`config.mk`:
```
export PLATFORM = sky130hd
export DESIGN_NAME = ram_port_arbiter
export DESIGN_NICKNAME = d
export VERILOG_FILES = /design/src/rtl/ram_port_arbiter.sv
export SDC_FILE = /design/constraint.sdc
export NUM_CORES = 1
export LEC_CHECK = 0
export ABC_AREA = 1
export BUFFER_PORTS_ARGS = -buffer_cell sky130_fd_sc_hd__buf_2
export CAP_MARGIN = 20
export CORE_MARGIN = 3
export CORE_UTILIZATION = 33
export CTS_CLUSTER_DIAMETER = 80
export DETAILED_ROUTE_END_ITERATION = 12
export PLACE_DENSITY = 0.89
export SLEW_MARGIN = 25
export SYNTH_ARGS = -nofsm -noshare
export SYNTH_HDL_FRONTEND = slang
export SYNTH_SLANG_ARGS = --single-unit
```
`constraint.sdc`:
```
create_clock -name cpu_clk -period 2 [get_ports cpu_clk]
set_clock_uncertainty 0.2 [all_clocks]
set_input_delay 0 -clock cpu_clk [delete_from_list [all_inputs] [get_ports cpu_clk]]
set_output_delay 0 -clock cpu_clk [all_outputs]
set_load 0.02 [all_outputs]
```
`src/rtl/ram_port_arbiter.sv`:
```
// ============================================================================
// Module      : ram_port_arbiter
// Description : Round-robin arbiter with burst lock that shares the data RAM's
//               single read/write port between the CPU (m0) and DMA (m1).
// Revision    : 1.0 - initial release
// ============================================================================
`default_nettype none

module ram_port_arbiter #(
  parameter int WIDTH          = 16,
  parameter int REGISTER_COUNT = 1024,
  localparam int AW            = $clog2(REGISTER_COUNT)
) (
  input  logic             cpu_clk,
  input  logic             rst_n,

  input  logic             m0_req,
  input  logic             m0_we,
  input  logic             m0_lock,
  input  logic [AW-1:0]    m0_addr,
  input  logic [WIDTH-1:0] m0_wdata,
  output logic             m0_gnt,
  output logic             m0_rvalid,
  output logic [WIDTH-1:0] m0_rdata,

  input  logic             m1_req,
  input  logic             m1_we,
  input  logic             m1_lock,
  input  logic [AW-1:0]    m1_addr,
  input  logic [WIDTH-1:0] m1_wdata,
  output logic             m1_gnt,
  output logic             m1_rvalid,
  output logic [WIDTH-1:0] m1_rdata,

  output logic [AW-1:0]    ram_addr,
  output logic [WIDTH-1:0] ram_wdata,
  output logic             ram_we,
  input  logic [WIDTH-1:0] ram_rdata
);

  typedef enum logic [1:0] {
    ST_IDLE = 2'd0,
    ST_OWN0 = 2'd1,
    ST_OWN1 = 2'd2
  } state_t;

  state_t state;
  state_t state_next;
  logic   last_grant;
  logic   last_grant_next;

  // Grant and next-state; an owner that drops its request falls back to
  // ordinary round-robin in the same cycle.
  always_comb begin
    m0_gnt          = 1'b0;
    m1_gnt          = 1'b0;
    state_next      = ST_IDLE;
    last_grant_next = last_grant;

    if (rst_n) begin
      if (state == ST_OWN0 && m0_req) begin
        m0_gnt = 1'b1;
      end else if (state == ST_OWN1 && m1_req) begin
        m1_gnt = 1'b1;
      end else if (m0_req && m1_req) begin
        m0_gnt = last_grant;
        m1_gnt = ~last_grant;
      end else begin
        m0_gnt = m0_req;
        m1_gnt = m1_req;
      end
    end

    if (m0_gnt) begin
      last_grant_next = 1'b0;
      state_next      = m0_lock ? ST_OWN0 : ST_IDLE;
    end else if (m1_gnt) begin
      last_grant_next = 1'b1;
      state_next      = m1_lock ? ST_OWN1 : ST_IDLE;
    end
  end

  always_comb begin
    ram_addr  = '0;
    ram_wdata = '0;
    ram_we    = 1'b0;
    if (m0_gnt) begin
      ram_addr  = m0_addr;
      ram_wdata = m0_wdata;
      ram_we    = m0_we;
    end else if (m1_gnt) begin
      ram_addr  = m1_addr;
      ram_wdata = m1_wdata;
      ram_we    = m1_we;
    end
  end

  always_ff @(posedge cpu_clk) begin
    if (!rst_n) begin
      state      <= ST_IDLE;
      last_grant <= 1'b1;
      m0_rvalid  <= 1'b0;
      m1_rvalid  <= 1'b0;
    end else begin
      state      <= state_next;
      last_grant <= last_grant_next;
      m0_rvalid  <= m0_gnt & ~m0_we;
      m1_rvalid  <= m1_gnt & ~m1_we;
    end
  end

  // RAM read data is already registered; both ports see it, rvalid qualifies.
  assign m0_rdata = ram_rdata;
  assign m1_rdata = ram_rdata;

endmodule

`default_nettype wire

```
# Word level (Yosys, flattened, before mapping)
# Index checks and enable logic that the tools add are counted.
[word_totals]
register_bits = 5
in_bits = 76
out_inout_bits = 63
word_cells = 35
[classes]
n_eq_ne = 2
n_mux = 20
bitwise_logic = 5
n_reduce_logical = 4
[op_table]
columns = ["operator", "n"]
rows = [
  ["$mux W16", 2],
  ["$mux W10", 2],
  ["$mux W1", 13],
  ["$mux W2", 3],
  ["$logic_and A1 B1 Y1", 3],
  ["$not A1 Y1", 3],
  ["$and A1 B1 Y1", 2],
  ["$eq A2 B1 Y1 const B", 1],
  ["$eq A2 B2 Y1 const B", 1],
  ["$reduce_bool A2 Y1", 1],
]

# Longest topological paths before layout
# Gate-level depths: netlist of run 1.
[depth]
depth_word = 7
depth_mapped = 8
mapped_depth_nobuf = 7

# Least setup slack after synthesis of run 1
# Ideal clock, no wire load.
[synth_timing]
kind = "register to output"
startpoint = "register state[0]"
endpoint = "output port ram_addr[0]"
t_arrival_ns = 0.991
required_time_ns = 1.800
path_slack_ns = 0.809
path_stages_with_launch = 8
path_buffers = 1
path_cell_list = "dfxtp_1 -> inv_2 -> nor2_2 -> nand2_2 -> nand2_4 -> buf_4 -> nand3_1 -> nand2_1"
[synth_between]
elab_chain_cells = 7
elab_cells_between_ends = 12
classes_between = "2 x eq/ne; 8 x mux; 2 x reduce/logical"
[synth_lines]
columns = ["element", "line_no", "text"]
rows = [
  ["from (decl)", "47", "state_t state;"],
  ["from (signal assigned)", "105", "state <= state_next;"],
  ["$eq A2 B2 Y1", "63", "end else if (state == ST_OWN1 && m1_req) begin"],
  ["$logic_and A1 B1 Y1", "63", ""],
  ["$mux W1", "63", ""],
  ["$mux W1", "61", "if (state == ST_OWN0 && m0_req) begin"],
  ["$mux W1", "60", "if (rst_n) begin"],
  ["$mux W10", "91", "end else if (m1_gnt) begin"],
  ["$mux W10 *", "87", "if (m0_gnt) begin"],
  ["to (decl)", "35", "output logic [AW-1:0] ram_addr,"],
]
# Every way passes the cells marked *; elsewhere a longest branch is shown, timed or not.

# Final worst setup path of run 1
[layout_timing]
startpoint = "register state[0]"
endpoint = "output port m0_gnt"
[layout_between]
elab_chain_cells = 5
elab_cells_between_ends = 7
classes_between = "2 x eq/ne; 3 x mux; 2 x reduce/logical"
[layout_lines]
columns = ["element", "line_no", "text"]
rows = [
  ["$eq A2 B2 Y1", "63", ""],
  ["$logic_and A1 B1 Y1", "63", ""],
  ["$mux W1", "63", ""],
  ["$mux W1 *", "61", ""],
  ["$mux W1 *", "60", ""],
  ["to (decl)", "22", "output logic m0_gnt,"],
]
# Marked as above.

==> results of run 1 <==
synth_stat cells:
library cell / number / area, um^2
nand2_2: 1 / 6.26
nor2_2: 1 / 6.26
dfxtp_1: 5 / 100
nand3_1: 28 / 140
buf_2: 7 / 35.0
inv_2: 1 / 3.75
nand2_1: 35 / 131
nand2_4: 1 / 11.3
nand3_2: 2 / 20.0
nor2_1: 5 / 18.8
buf_4: 33 / 248
buf_6: 5 / 56.3
inv_1: 7 / 26.3
clkbuf_1: 1 / 3.75
nand4_1: 27 / 169
worst min-delay path, delay by kind of cell:
kind | cells | cell delay [ns]
buffers and inverters | 1 | 0.11
and+or+nand+nor | 3 | 0.42
cell type report:
| cell class | instances | area, um^2 | area share [%] |
|---|---|---|---|
| clock buffer | 4 | 26.3 | 1.90 |
| multi-input combinational | 100 | 503 | 36.3 |
| inverter | 8 | 30.0 | 2.17 |
| sequential | 5 | 100 | 7.23 |
| timing repair buffer | 113 | 686 | 49.5 |
| tap | 31 | 38.8 | 2.80 |
how the worst max path moves through the flow:
stage | startpoint | end | slack (ns)
final | state[0] | m0_gnt | 0.18
after global routing | state[0] | m0_gnt | 0.08
after CTS | state[0] | m0_gnt | 0.22
after detailed placement | state[0] | last_grant | 0.48
after global placement | state[0] | last_grant | 0.52
after floorplan | state[0] | ram_addr[0] | 0.81
per-stage QoR:
stage	setup slack, ns	cells	cell area [um^2]	utilization (%)	power (mW)
floorplan	0.809	159	976	-	0.389
global placement	0.520	237	1160	41.6	0.400
CTS	0.219	261	1380	49.8	0.604
detailed placement	0.477	237	1160	41.6	0.403
global route	0.0773	261	1380	49.8	0.646
finish	0.181	261	1380	49.8	0.601
power breakdown:
| group | total (mW) | leakage [nW] | internal, mW | switching, mW |
|---|---|---|---|---|
| clock | 0.116 | 0.0150 | 0.0754 | 0.0406 |
| sequential | 0.110 | 0.0411 | 0.106 | 0.00373 |
| combinational | 0.375 | 0.804 | 0.138 | 0.237 |
| total | 0.601 | 0.860 | 0.320 | 0.281 |
cells by family after synthesis:
| group | share of synthesized area (%) |
|---|---|
| AND/OR/NAND/NOR | 51.5 |
| buffers and inverters | 38.2 |
| flip-flops | 10.3 |
state kept, by name (all words and copies together) (netlist names):
signal	count
state	2
last_grant	1
m0_rvalid	1
m1_rvalid	1
metal layers:
metal | vias up | part of all wire, %
met5 | - | 0
met4 | 0 | 3.1
met3 | 10 | 10
met2 | 90 | 53
met1 | 566 | 34
li1 | 651 | -
layout by cell type (no fill, tap or decap):
cell type      synthesis  final
nand2_4                1      1
nand3_2                2      2
inv_2                  1      1
nor2_2                 1      1
nand4_1               27     27
buf_4                 33      2
nand3_1               28     28
dlygate4sd3_1          0     20
buf_2                  7     90
clkbuf_1               1      1
clkbuf_4               0      3
dfxtp_1                5      5
inv_1                  7      7
nand2_1               35     35
nor2_1                 5      5
nand2_2                1      1
buf_12                 0      1
==> impl_metrics.tcl, run 1 <==
set metrics [dict create \
    status "completed" \
    die_h_um 60.4 \
    netlist_area_um2 976 \
    drtIter0Drc 61 \
    antenna_found_initial 0 \
    grt_most_used_layer "met2" \
    seq_area_frac_synth_pct 10.3 \
    ys_ff_latch 5 \
    grt_pass1_vias 1056 \
    coreArea_um2 2780 \
    avgRoutedWirePerCell_um 12.3 \
    critical_path_arrival_ns 1.62 \
    grtUsageMet3_pct 2.34 \
    hold_viol_final 0 \
    htreeDepth 1 \
    grt.overflow.total 0 \
    worst_hold_slack_ns 0.134 \
    ant_nets 0 \
    hold_depth 4 \
    critical_path_class "reg2out" \
    cap_violations 0 \
    final_layout_size_suffix_gt1_share_pct 44.3 \
    ys_types 15 \
    fin_crit_ns 1.82 \
    path_clk_slew_ns 0.04 \
    r2r-start "state[0]" \
    setup-violations-final 0 \
    n_antenna_cell 0 \
    path_depth 7 \
    clk_latency_ns 0.24 \
    clock-root-buffer "clkbuf_4" \
    worstPathRequired_ns 1.80 \
    critical_path.top_delay_family "simple AND/OR/NAND/NOR gates" \
    dpl.hpwl_mm 2.11 \
    vias 1317 \
    ir_worst_vdd_mv 0.304 \
    fillers 278 \
    worst_pin_slew_ns 0.475 \
    grt_first_pass_wirelength_mm 4.37 \
    hold_buffers 20 \
    rsz0062_at_grt "no" \
    cts_tree "built" \
    holdCritStartpoint "m0_req" \
    area_growth_pct 41.8 \
    ios 139 \
    startpoint_type "flop" \
    hold_end "state[1]" \
    grt_max_degree 31 \
    final.period_utilization_pct 90.9 \
    cp-end-kind "primary output" \
    synth.avg_cell_area_um2 6.14 \
    r2r_slack_ns 0.44 \
    worstRegToRegCells 7 \
    wl_mm 3.22 \
    leakagePower_nw 0.860 \
    cpPeakStageDelay_ns 0.32 \
    slowest_stage "dfxtp_1" \
    die_w_um 60.4 \
    path_buf_inv 3 \
    grt_use_total_pct 15.5 \
    synth_nets 235 \
    cts_buffer_depth 2 \
    dieArea_um2 3650 \
    portBuffers 90 \
    clock_sinks 5 \
    firstDrtPassIters 4 \
    crit_chain "inv_2 > nor2_2 > nand2_2 > nand2_4 > nand2_1 > inv_1 > buf_2" \
    initial_core_util_pct 35.1 \
    slew_viol_final 0 \
    setup_tns_ns 0 \
    num_rows 19 \
    nNetsFinal 307 \
    hp-class "in2reg" \
    fmax_mhz 550 \
    drc 0 \
    worstReg2RegEnd "last_grant" \
    via_per_inst 5.05 \
    postCtsSetupRepairBufs 0 \
    routabilityCongestion 0.669 \
    maxSlewHeadroom_pct 68.3 \
    gr-usage-met1_pct 15.9 \
    syn_inst 159 \
    path_max_fanout 28 \
    cts_resized 0 \
    cts_buffers 3 \
    cellPowerDensity_nw_per_um2 434 \
    grt_util_met2_pct 29.6 \
    yosys_warnings 0 \
]
Note: power is estimated with default switching activity, not from simulation.
==> run 2, diff against run 1 <==
--- a/config.mk
+++ b/config.mk
@@ -13,6 +13,7 @@
 export CTS_CLUSTER_DIAMETER = 80
 export DETAILED_ROUTE_END_ITERATION = 12
 export PLACE_DENSITY = 0.89
+export REMOVE_ABC_BUFFERS = 1
 export SLEW_MARGIN = 25
 export SYNTH_ARGS = -nofsm -noshare
 export SYNTH_HDL_FRONTEND = slang
==> run 2 against run 1 <==
Net effect: utilization unchanged; critical path depth is 1 lower; via count fell by 2.4%; die area unchanged; maximum frequency is 7.2% higher; clock power is essentially flat; worst setup slack better by 0.12 ns; global-route usage grew 5.2 points; hold slack worse by 0.033 ns; routed wire length increased by 24%; critical path type unchanged; largest cell class unchanged.
==> impl_metrics.tcl, run 2 (synthesis results as in run 1) <==
set metrics [dict create \
    status "completed" \
    cts_buffers 3 \
    clock_sinks 5 \
    nNetsFinal 307 \
    drtIter0Drc 54 \
    hp-class "in2reg" \
    drc 0 \
    maxSlewHeadroom_pct 66.4 \
    largest_reg_flops 2 \
    area_growth_pct 41.8 \
    r2r-start "state[1]" \
    htreeDepth 1 \
    grt_first_pass_wirelength_mm 5.56 \
    cp-end-kind "primary output" \
    worstPathRequired_ns 1.80 \
    final_core_util_pct 49.8 \
    final.period_utilization_pct 84.8 \
    hold_buffers 20 \
    firstDrtPassIters 4 \
    die_w_um 60.4 \
    grt_max_degree 34 \
    power.total_uw 611 \
    initial_core_util_pct 35.1 \
    setup_tns_ns 0 \
    via_per_inst 4.93 \
    portBuffers 90 \
    hold_viol_final 0 \
    die_h_um 60.4 \
    worst_pin_slew_ns 0.502 \
    worst_hold_slack_ns 0.102 \
    final_common_cell "buf_2" \
    cts_buffer_depth 2 \
    grt.overflow.total 0 \
    critical_path_arrival_ns 1.50 \
    postCtsSetupRepairBufs 0 \
    clock-root-buffer "clkbuf_4" \
    fmax_mhz 590 \
    grt_use_total_pct 20.7 \
    fin_cells 261 \
    dp_cells 237 \
    final_layout_size_suffix_gt1_share_pct 44.3 \
    fin_crit_ns 1.70 \
    n_antenna_cell 0 \
    num_rows 19 \
    hold_end "m1_rvalid" \
    setup-violations-final 0 \
    critical_path_class "reg2out" \
    slew_viol_final 0 \
    layout_common_cells "90 x buf_2, 35 x nand2_1, 28 x nand3_1" \
    dpl.hpwl_mm 2.66 \
    cts_resized 0 \
    avgRoutedWirePerCell_um 15.3 \
    ir_worst_vdd_mv 0.293 \
    antenna_found_initial 0 \
    largest-register "state" \
    startpoint_type "flop" \
    r2r_slack_ns 0.54 \
    routabilityCongestion 0.649 \
    ant_nets 0 \
    wl_mm 3.99 \
    cap_violations 0 \
    holdCritStartpoint "rst_n" \
    leakagePower_nw 0.860 \
    path_max_fanout 22 \
    hold_depth 3 \
    fillers 292 \
    clk_latency_ns 0.24 \
    worstReg2RegEnd "state[1]" \
    grt_pass1_vias 1104 \
    rsz0062_at_grt "no" \
    worstRegToRegCells 5 \
    path_clk_slew_ns 0.04 \
    coreArea_um2 2780 \
    cellPowerDensity_nw_per_um2 442 \
    vias 1286 \
    dieArea_um2 3650 \
    ios 139 \
    cts_tree "built" \
]
run 2: critical path: stages, from the launching register on:
cell     delay, ns
dfxtp_1       0.35
nor2_2        0.05
nand2_2       0.16
buf_4         0.29
nand4_1       0.12
nand2_1       0.09
buf_2         0.18
run 2: layer usage:
metal	wire length [um]	share of wire (%)	track usage [%]
met1	1680	42	26.6
met2	1900	48	35.3
met3	359	9.0	4.47
met4	44	1.1	5.06
met5	0	0	0
run 2: power by group:
group          total (mW)  internal [mW]  switching [mW]
clock network       0.119         0.0756          0.0436
logic               0.382          0.138           0.244
registers           0.110          0.106         0.00368
total               0.611          0.320           0.291
run 2: per-stage QoR:
stage / area [um^2] / setup slack (ns)
2_1_floorplan: 633 / 0.503
3_3_place_gp: 1160 / 0.592
3_5_place_dp: 1160 / 0.571
4_1_cts: 1380 / 0.311
5_1_grt: 1380 / 0.176
6_report: 1380 / 0.304
run 2: final cells by class:
cell class | instances | area (um^2) | share of cell area (%)
multi-input combinational | 100 | 503 | 36.3
tap | 31 | 38.8 | 2.80
inverter | 8 | 30.0 | 2.17
timing repair buffer | 113 | 686 | 49.5
clock buffer | 4 | 26.3 | 1.90
sequential | 5 | 100 | 7.23
run 2: worst max path at each step:
| stage | endpoint | start | cells after the start |
|---|---|---|---|
| floorplan | last_grant | state[0] | 7 |
| global placement | m0_gnt | state[0] | 7 |
| detailed placement | m0_gnt | state[0] | 7 |
| CTS | m0_gnt | state[0] | 7 |
| global route | m0_gnt | state[0] | 7 |
| finish | ram_wdata[12] | state[1] | 6 |
